## src/rtl/clock_div_ctrl.sv

```systemverilog
// clock_div_ctrl: sequences clock_div's divide value N toward a requested target with a settle wait after each step.
// Define CLK_DIV_CTRL_RAMP_EN for a +/-1 ramp; otherwise each change is one direct jump to the target.
`ifndef CLK_DIV
`define CLK_DIV 2
`endif

module clock_div_ctrl #(
    parameter int SIZE       = 3,
    parameter int CNT_W      = 8,
    parameter int SETTLE_CYC = 64
) (
    input  logic            clk,
    input  logic            resetb,
    input  logic            req_valid,
    output logic            req_ready,
    input  logic [SIZE-1:0] req_n,
    input  logic            hold,
    output logic [SIZE-1:0] div_n,
    output logic            busy,
    output logic            done
);
    typedef enum logic [1:0] {IDLE, STEP, SETTLE, DONE} state_t;

    localparam logic [SIZE-1:0]  RST_DIV   = SIZE'(`CLK_DIV);
    localparam logic [CNT_W-1:0] SETTLE_LD = CNT_W'(SETTLE_CYC - 1);

    state_t            state, state_nx;
    logic [SIZE-1:0]   target, target_nx, div_nx, step_n;
    logic [CNT_W-1:0]  cnt, cnt_nx;

`ifdef CLK_DIV_CTRL_RAMP_EN
    assign step_n = (div_n < target) ? div_n + SIZE'(1) : div_n - SIZE'(1);
`else
    assign step_n = target;
`endif

    always_ff @(posedge clk or negedge resetb) begin
        if (!resetb) begin
            state  <= IDLE;
            div_n  <= RST_DIV;
            target <= RST_DIV;
            cnt    <= '0;
        end else begin
            state  <= state_nx;
            div_n  <= div_nx;
            target <= target_nx;
            cnt    <= cnt_nx;
        end
    end

    // hold only stalls STEP; a step already applied always finishes its settle
    always_comb begin
        state_nx  = state;
        div_nx    = div_n;
        target_nx = target;
        cnt_nx    = cnt;
        case (state)
            IDLE: if (req_valid) begin
                target_nx = req_n;
                state_nx  = STEP;
            end
            STEP: if (!hold) begin
                if (div_n == target) state_nx = DONE;
                else begin
                    div_nx   = step_n;
                    cnt_nx   = SETTLE_LD;
                    state_nx = SETTLE;
                end
            end
            SETTLE: if (cnt == '0) state_nx = STEP;
                    else cnt_nx = cnt - CNT_W'(1);
            DONE:    state_nx = IDLE;
            default: state_nx = IDLE;
        endcase
    end

    always_comb begin
        req_ready = (state == IDLE);
        busy      = (state != IDLE);
        done      = (state == DONE);
    end
endmodule

```

## config.mk

```make
export PLATFORM = sky130hd
export DESIGN_NAME = clock_div_ctrl
export DESIGN_NICKNAME = d
export VERILOG_FILES = /design/src/rtl/clock_div_ctrl.sv
export SDC_FILE = /design/constraint.sdc
export NUM_CORES = 1
export LEC_CHECK = 0
export ABC_AREA = 1
export CAP_MARGIN = 25
export CORE_MARGIN = 10
export CORE_UTILIZATION = 50
export CTS_BUF_LIST = sky130_fd_sc_hd__clkbuf_4 sky130_fd_sc_hd__clkbuf_8
export CTS_CLUSTER_DIAMETER = 60
export DETAILED_ROUTE_END_ITERATION = 10
export HOLD_SLACK_MARGIN = 0.15
export PLACE_DENSITY = 0.88
export REMOVE_ABC_BUFFERS = 1
export SLEW_MARGIN = 20
export SYNTH_ARGS = -nofsm -noshare
export SYNTH_HDL_FRONTEND = slang
export SYNTH_SLANG_ARGS = --single-unit
```

## constraint.sdc

```tcl
create_clock -name clk -period 1.15 [get_ports clk]
set_input_delay 0.345 -clock clk [delete_from_list [all_inputs] [get_ports clk]]
set_output_delay 0.345 -clock clk [all_outputs]
set_load 0.01 [all_outputs]
```

==> summary.md <==
| Metric | Value |
|---|---|
| Die Y | 62.9 um |
| Tmin final | 1.52 ns |
| Share of cells above drive strength 1 | 43.2% |
| Worst Setup Path Type | reg -> reg |
| DRC violations left | 0 |
| Synth warnings | 0 |
| Clk Latency, worst-skew pair | 0.30 ns |
| Setup crit start kind | flop |
| Status | finished with violations |
| Register area share after synthesis | 43.9% |
| Die X | 62.9 um |
| Worst path max stage delay | 0.43 ns |
| Post-synthesis cell count | 127 |
| Final period utilization | 132% |
| Most common cell after layout, fill and taps aside | nand2_1 |
| Final layout net count | 179 |
| I/O pin count | 13 |
| Worst reg2reg path endpoint | cnt[7] |
| Max-cap viol count | 0 |
| Largest net degree at the start of global routing | 10 |
| HP Class | in -> async |
| Total power draw | 4.41 mW |
| Static Leak | 0.710 nW |
| Grt total ovfl | 0 |
| Crit path capture type | flop |
| Fin. max-slew vios | 0 |
| Initial antenna violation count | 0 |
| Worst Max-Slew Pin Slew | 0.287 ns |
| Most frequent cells in the layout | nand2_1 (33), buf_4 (19), dfrtp_1 (14), nor2_1 (12) |
| Final core occ | 84.3% |
| WL/cell | 18.7 um |
| ANT cells | 0 |
| Worst-path fanout max | 3 |
| Vias/cell | 5.76 |
| Crit path max-delay family | buffers and inverters |
| Clk slew on worst S/H paths | 0.11 ns |
| Reg2Reg Depth | 9 |
| Number of fill cells in the layout | 91 |
| Post-synth top area share | 38.1% |
| Final wirelength | 3630 um |
| Reg2Reg Launch Point | state[1] |
| Slew margin rel. | 80.7% |
| Flop pwr share | 24.6% |
| Final std cells w/o fill | 194 |
| Synthesized flop and latch total | 16 |
| Synthesis-to-finish area growth | 58.4% |
| CTS Buf Count | 3 |
| Via count | 1,118 |
| Die area | 3950 um2 |
| Final setup vio count | 19 |
| Worst path slowest cell | dfrtp_1 |
| Port-buffer cells | 12 |
| FMAX | 659 MHz |
| # rows | 15 |
| Internal power | 2.32 mW |
| Clk pwr share | 8.4% |
| Core Box Area | 1730 um2 |
| Starting Density | 53.2% |
| Largest area contributor in the netlist | dfrtp_1 |
| Maximum VDD drop | 1.79 mV |
| CP Cell Sequence | buf_6 > inv_4 > buf_6 > nor2_4 > o21ai_4 > buf_6 > a21oi_4 > nand2_1 > nand2_1 |
| Worst path buffer plus inverter count | 4 |
| Combinational power share | 67.0% |
| RSZ-0062 raised after global routing | true |
| First-pass GRT wire length | 4700 um |
| Clock root cell | clkbuf_4 |
| Endpoints failing hold | 0 |
| Multi-input logic area | 588 um2 |
| Placed insts | 186 |
| Reg2reg setup slack | -0.37 ns |
| HPWL Detailed | 2030 um |
| Crit path depth | 9 |
| P_sw | 2.09 mW |
| Max clock buf depth | 2 |
| GRT Total Usage | 14.3% |
| Routability cong. | 0.870 |
| Fin worst setup slack | -0.367 ns |
| Violated checks | negative setup slack |
| Syn_area_per_cell | 7.23 um2 |
| Net Sw Frac | 47.5% |
| H-tree depth | 1 |
| Sequential cell area | 403 um2 |
| Final Skew | 0.00455 ns |
| DR iter-0 viols | 135 |
| DRT Pass-1 Iters | 4 |
| Final ANT Viol Nets | 0 |
| Clock sinks | 16 |
| Largest cells by area after synthesis | dfrtp_1 (38%), nand2_1 (17%), nor2_1 (6.9%) |
| Netlist Area Pre-Place | 918 um2 |
| WP data required | 1.40 ns |
| Data arrival time of the worst path | 1.77 ns |
| CTS tree | done |
| Vias in the first global route | 1,052 |
| CTS Hold Buffers Added | 0 |
| Crit-path most repeated cell | buf_6 |
| Cell variety after synth | 21 |
| Pwr Density | 3030 nW/um2 |
state kept, by name, summed over array words and instances (netlist names):
name	cells
cnt	8
div_n	3
step_n	3
state	2
Yosys cell counts:
library cell	count
nand2_1	42
buf_2	1
o21ai_0	5
or2_0	1
o21ai_4	1
dfrtp_1	14
o21ai_1	1
nor2_1	17
a21boi_0	1
nand3_1	12
nand3b_1	1
or2_2	2
inv_1	13
nor2_2	1
o21bai_1	1
ha_1	2
dfstp_2	2
inv_2	2
nand2_4	2
nand4_1	1
a21oi_1	5
power by group through the flow:
| stage | clock, mW | combinational [mW] | sequential, mW |
|---|---|---|---|
| floorplan | 0 | 1.02 | 1.06 |
| global placement | 0 | 1.99 | 0.990 |
| detailed placement | 0 | 2.10 | 1.01 |
| CTS | 0.352 | 2.26 | 1.03 |
| global route | 0.375 | 3.15 | 1.10 |
| finish | 0.371 | 2.96 | 1.08 |
worst register-to-register path: cells and delay by family, from the launching register on:
family | cells | cell delay, ns
flip-flops | 1 | 0.43
AND/OR/NAND/NOR | 3 | 0.31
AO/OA/AOI/OAI | 2 | 0.29
buffers and inverters | 4 | 0.43
kinds of logic after synthesis:
group                      synth area share (%)
adders and majority gates                  2.72
AOI/OAI and AO/OA                          9.40
buffers and inverters                      6.68
DFF                                        43.9
and+or+nand+nor                            37.3
routing by layer:
layer	share of wire [%]	GRT usage [%]
met2	52	25.9
met1	38	15.6
met3	6.9	2.69
met5	0	0
met4	3.9	6.15
area by class of cell:
cell class / count / area share (%)
inverters: 15 / 4.21
repair buffers: 39 / 23.5
clock buffers: 4 / 2.06
well taps: 25 / 2.15
multi-input cells: 95 / 40.4
flip-flops and latches: 16 / 27.7
stage by stage:
step	setup WS, ns	TNS (ns)	hold WS, ns	area (um2)
floorplan	-0.121	-0.906	0.0494	913
global placement	-0.357	-5.55	0.474	1240
detailed placement	-0.398	-6.27	0.491	1240
CTS	-0.274	-3.12	0.482	1300
global route	-0.392	-5.02	0.480	1460
finish	-0.367	-4.48	0.457	1460
worst max path at each step:
stage	to	slack [ns]	start
after detailed placement	cnt[2]	-0.40	hold
after global routing	cnt[7]	-0.39	state[1]
after floorplan	cnt[0]	-0.12	cnt[0]
final	cnt[7]	-0.37	state[1]
after global placement	cnt[7]	-0.36	hold
after CTS	busy	-0.27	state[1]
repair_timing:
action,CTS,global route
setup endpoints to repair,19,19
buffers inserted,0,4
cloned,0,0
gates resized for setup,50,28
pin swaps,9,15
(Power assumes the default switching activity.)
